===== src/rtl/alu_rr_ctrl.sv =====
// alu_rr_ctrl
//   Round-robin controller sharing one 64-bit Y86-64 ALU (add/sub/and/xor)
//   between two requesters. A request is accepted in IDLE, the operation
//   runs in EXEC, and the tagged result is presented in RESP until the
//   consumer takes it.
//
//   Optional feature macro: ALU_CC_EN
//     defined   -> ZF/SF/OF condition-code register, updated on every op
//     undefined -> no CC flops, cc_zf/cc_sf/cc_of tied to 0
//
// Handshakes (valid/ready): a transfer happens on a rising clk edge where
//   both valid and ready are high. A producer holds valid and its payload
//   stable until that edge; ready may depend combinationally on valid.
//
// Ports
//   clk, rst_n                  clock, asynchronous active-low reset
//   reqN_valid/ready            request handshake for requester N (0/1)
//   reqN_op                     0 add, 1 sub (b-a), 2 and, 3 xor
//   reqN_a, reqN_b              operands
//   rsp_valid/ready             response handshake
//   rsp_id                      requester that owns the result
//   rsp_result                  result
//   cc_zf, cc_sf, cc_of         condition codes
//   dbg_state                   FSM state (0 IDLE, 1 EXEC, 2 RESP)
module alu_rr_ctrl #(
  parameter int W = 64
) (
  input  logic         clk,
  input  logic         rst_n,
  input  logic         req0_valid,
  output logic         req0_ready,
  input  logic [1:0]   req0_op,
  input  logic [W-1:0] req0_a,
  input  logic [W-1:0] req0_b,
  input  logic         req1_valid,
  output logic         req1_ready,
  input  logic [1:0]   req1_op,
  input  logic [W-1:0] req1_a,
  input  logic [W-1:0] req1_b,
  output logic         rsp_valid,
  input  logic         rsp_ready,
  output logic         rsp_id,
  output logic [W-1:0] rsp_result,
  output logic         cc_zf,
  output logic         cc_sf,
  output logic         cc_of,
  output logic [1:0]   dbg_state
);

  typedef enum logic [1:0] {
    IDLE = 2'd0,
    EXEC = 2'd1,
    RESP = 2'd2
  } state_t;

  state_t       state;
  logic         last_grant;  // requester granted most recently
  logic [1:0]   op_q;
  logic [W-1:0] a_q;
  logic [W-1:0] b_q;
  logic         grant0;
  logic         grant1;
  logic [W-1:0] alu_r;

  // On a tie, the requester that was not granted last wins.
  always_comb begin
    grant0 = req0_valid && (!req1_valid || last_grant);
    grant1 = req1_valid && (!req0_valid || !last_grant);
  end

  // Gated with rst_n so both readies read 0 while reset is held.
  assign req0_ready = rst_n && (state == IDLE) && grant0;
  assign req1_ready = rst_n && (state == IDLE) && grant1;
  assign dbg_state  = state;

  // Subtraction follows Y86 subq: the first operand is subtracted from the second.
  always_comb begin
    alu_r = '0;
    case (op_q)
      2'd0:    alu_r = a_q + b_q;
      2'd1:    alu_r = b_q - a_q;
      2'd2:    alu_r = a_q & b_q;
      default: alu_r = a_q ^ b_q;
    endcase
  end

  always_ff @(posedge clk or negedge rst_n) begin
    if (!rst_n) begin
      state      <= IDLE;
      last_grant <= 1'b1;
      op_q       <= 2'd0;
      a_q        <= '0;
      b_q        <= '0;
      rsp_valid  <= 1'b0;
      rsp_id     <= 1'b0;
      rsp_result <= '0;
    end else begin
      case (state)
        IDLE: begin
          if (grant0) begin
            op_q   <= req0_op;
            a_q    <= req0_a;
            b_q    <= req0_b;
            rsp_id <= 1'b0;
            state  <= EXEC;
          end else if (grant1) begin
            op_q   <= req1_op;
            a_q    <= req1_a;
            b_q    <= req1_b;
            rsp_id <= 1'b1;
            state  <= EXEC;
          end
        end
        EXEC: begin
          rsp_result <= alu_r;
          rsp_valid  <= 1'b1;
          state      <= RESP;
        end
        RESP: begin
          if (rsp_ready) begin
            rsp_valid  <= 1'b0;
            last_grant <= rsp_id;
            state      <= IDLE;
          end
        end
        default: state <= IDLE;
      endcase
    end
  end

`ifdef ALU_CC_EN
  logic alu_of;

  // Signed overflow: add when same-sign operands give a different-sign
  // result; sub (b-a) when operand signs differ and the result sign
  // departs from b. Logic ops never overflow.
  always_comb begin
    alu_of = 1'b0;
    case (op_q)
      2'd0:    alu_of = (a_q[W-1] == b_q[W-1]) && (alu_r[W-1] != a_q[W-1]);
      2'd1:    alu_of = (a_q[W-1] != b_q[W-1]) && (alu_r[W-1] != b_q[W-1]);
      default: alu_of = 1'b0;
    endcase
  end

  always_ff @(posedge clk or negedge rst_n) begin
    if (!rst_n) begin
      cc_zf <= 1'b1;
      cc_sf <= 1'b0;
      cc_of <= 1'b0;
    end else if (state == EXEC) begin
      cc_zf <= (alu_r == '0);
      cc_sf <= alu_r[W-1];
      cc_of <= alu_of;
    end
  end
`else
  assign cc_zf = 1'b0;
  assign cc_sf = 1'b0;
  assign cc_of = 1'b0;
`endif

endmodule


===== config.mk =====
export PLATFORM = sky130hd
export DESIGN_NAME = alu_rr_ctrl
export DESIGN_NICKNAME = d
export VERILOG_FILES = /design/src/rtl/alu_rr_ctrl.sv
export SDC_FILE = /design/constraint.sdc
export NUM_CORES = 1
export LEC_CHECK = 0
export ABC_AREA = 1
export CAP_MARGIN = 30
export CORE_MARGIN = 1.5
export CORE_UTILIZATION = 35
export DETAILED_ROUTE_END_ITERATION = 7
export GPL_TIMING_DRIVEN = 0
export PLACE_DENSITY = 0.6
export REMOVE_ABC_BUFFERS = 1
export SLEW_MARGIN = 20
export SYNTH_ARGS = -nofsm -noshare
export SYNTH_HDL_FRONTEND = slang
export SYNTH_SLANG_ARGS = --single-unit

===== constraint.sdc =====
create_clock -name clk -period 3.7 [get_ports clk]
set_clock_uncertainty 0.1 [all_clocks]
set_input_delay 0.74 -clock clk [delete_from_list [all_inputs] [get_ports clk]]
set_output_delay 0.74 -clock clk [all_outputs]
set_load 0.005 [all_outputs]

==> reports/results.txt <==
Routed WL -> 73.4 mm
Multi-input gate area -> 13000 µm²
Max_slew headroom -> 0.472
Gpl congestion -> 0.938
Initial Util -> 0.354
Critical Path RT -> 4.02 ns
Layout cell share with drive strength beyond 1 -> 0.211
Root Buffer -> clkbuf_16
First-pass GRT wire length -> 111 mm
Most frequently used flop master after synthesis -> dfrtp_1
Reg area -> 5010 µm²
Setup violations, final -> 12
Fmax -> 0.261 GHz
PortBufs -> 334
Post-synth ARST share -> 1.00
Core Util, Final -> 0.518
Worst Path Max Fanout -> 4
Final HPWL DP -> 58.7 mm
Io pins -> 338
Cell count after synthesis -> 2696
RSZ-0062 raised after global routing -> true
Reg2reg start -> a_q[0]$_DFFE_PN0P_
Die height -> 226 µm
Top post-synthesis cells by count -> nand2_1 (729), nor2_1 (395), inv_1 (334)
CTS Buffer Depth -> 2
Antenna Nets Post-Route -> 0
DRC errors left -> 0
Avg Cell Area, Syn -> 6.43 µm²
Die Footprint -> 50900 µm²
Placement Setup Slack -> -1.61 ns
WS Path Type -> reg2reg
Wire length per cell -> 19.6 µm
Initial DRC count -> 1301
Number of flops mapped to enable cells by yosys -> 0
# rows -> 81
HP Class -> reg2reg
Max cap viols -> 0
Ant. Diodes -> 0
Vias in the first global route -> 18769
1st-pass router iterations -> 5
Grt total ovfl -> 0
Most frequent cell after synthesis -> nand2_1
Tmin final -> 3.82 ns
Startpoint of the worst hold path -> rsp_result[52]$_DFFE_PN0P_
Die width -> 226 µm
Filler Cells Inserted -> 4880
Register area share after synthesis -> 0.287
GR Util All Layers -> 0.288
Tightest Pin Transition -> 0.792 ns
Clock Latency Late Sink -> 0.51 ns
Worst setup EP type -> register
Setup TNS -> -0.611 ns
Largest net degree at the start of global routing -> 93
Start point of the critical path -> a_q[0]$_DFFE_PN0P_
Area of the core -> 49000 µm²
Synth top area cells -> dfrtp_1 (29%), nand2_1 (16%), ha_1 (9.2%)
Final Max Slew Viols -> 0
Crit start category -> register
# H-tree levels -> 4
Nets -> 3465
Antenna violations before repair -> 3
Inserted Clock Buffers -> 17
Cell variety after synth -> 45
Tcrit/Tclk final -> 1.03
Yosys reg bits -> 199
CP arrival -> 4.15 ns
YS warnings -> 0
Violations in the final reports -> negative setup slack
Post-route setup slack -> -0.125 ns
CTS tree -> done
Final hold violations -> 0
Post-synth top area share -> 0.286
Post-Syn Area -> 17300 µm²
Synth area leader -> dfrtp_1
Via Count -> 19297
Clock Sinks -> 199
Status -> finished, violations left
P&R area growth vs syn -> 46.4%
Via density -> 5.15
CTS clk-pin slew, worst paths -> 0.07 ns
-- final cells by class --
cell class | instances | area share
Clock buffer | 21 | 0.0174
Clock inverter | 11 | 0.00503
Inverter | 338 | 0.0515
Multi-Input combinational cell | 2061 | 0.513
Sequential cell | 199 | 0.197
Tap cell | 664 | 0.0327
Timing Repair Buffer | 454 | 0.183
-- worst paths after layout --
check                      slack, ns  cells past startpoint                          to
setup / recovery               -0.12                     22  rsp_result[55]$_DFFE_PN0P_
hold / removal                  0.42                      2  rsp_result[52]$_DFFE_PN0P_
setup reg to reg               -0.12                     22  rsp_result[55]$_DFFE_PN0P_
hold reg to reg                 0.42                      2  rsp_result[52]$_DFFE_PN0P_
max in group asynchronous       2.14                      3         a_q[47]$_DFFE_PN0P_
min in group asynchronous       0.57                      2   rsp_result[0]$_DFFE_PN0P_
-- repair_timing --
item,in CTS,in global routing
hold endpoints to repair,17,0
endpoints found under the setup margin,58,47
hold buffers,1,0
buffers inserted,53,46
gates cloned,0,0
gates resized for setup,296,342
pin swaps,82,118
-- critical path: stages, from the launching register on --
cell      delay [ns]
dfrtp_1         0.39
inv_2           0.14
ha_4            0.19
nand2_8         0.06
nor2_4          0.13
nand2_4         0.09
nor2_4          0.15
nand2_4         0.11
nand2_4         0.12
o21ai_4         0.11
nor2_8          0.22
nand2_4         0.13
xor2_4          0.18
ha_4            0.32
nand2_2         0.09
inv_2           0.07
nand2_2         0.08
nor3_4          0.24
nand3_2         0.09
nand3b_1        0.32
nand3_2         0.16
nand3_2         0.10
a21oi_2         0.14
-- metrics by stage --
stage / cells / instance area (µm²) / hold WS [ns]
after global routing: 3748 / 25400 / 0.440
after floorplan: 2598 / 16900 / 0.344
after global placement: 3596 / 21100 / 0.400
after CTS: 3702 / 23700 / 0.434
final: 3748 / 25400 / 0.420
after detailed placement: 3616 / 21600 / 0.417
-- placed cells by master, fill, tap and decap left out, types with 17 or more instances in the layout --
cell type          n
nand2_1          608
clkdlybuf4s50_1  333
nor2_1           303
inv_1            301
o21ai_0          239
dfrtp_1          176
ha_1              90
nand2_2           88
buf_4             86
nand3_1           78
nor2_4            58
a21oi_1           58
a21oi_2           50
a221oi_1          48
xor2_1            44
o22ai_1           44
nor2_2            43
nand2_4           37
inv_2             26
nand3_2           25
nand3b_1          25
or2_2             22
dfrtp_2           21
ha_4              20
ha_2              18
clkbuf_16         17
-- routing by layer --
layer,vias up,track usage,wire (µm),part of all wire
met2,520,0.438,31800,0.43
met4,2,0.0719,1450,0.020
met5,-,0,9,0.00012
li1,9537,-,-,-
met3,65,0.0587,4500,0.061
met1,9173,0.413,35700,0.49
-- sequential cells by signal, summed over array words and instances, names as in the netlist --
name and flops:
a_q 64, b_q 64, rsp_result 64, dbg_state 2
op_q 2, last_grant 1, rsp_id 1, rsp_valid 1
-- kinds of logic after synthesis --
logic type	after synthesis	synth area share
mux	1	0.000649
fa+ha+maj	129	0.0935
buf+inv	438	0.0963
flops	199	0.287
other cells	1	0.000216
simple gates	1347	0.319
xor+xnor	61	0.0308
compound gates	520	0.172
Power is left out: the tool's default activity adds up to more than one toggle a clock period on the data nets, which glitch-free logic cannot reach.
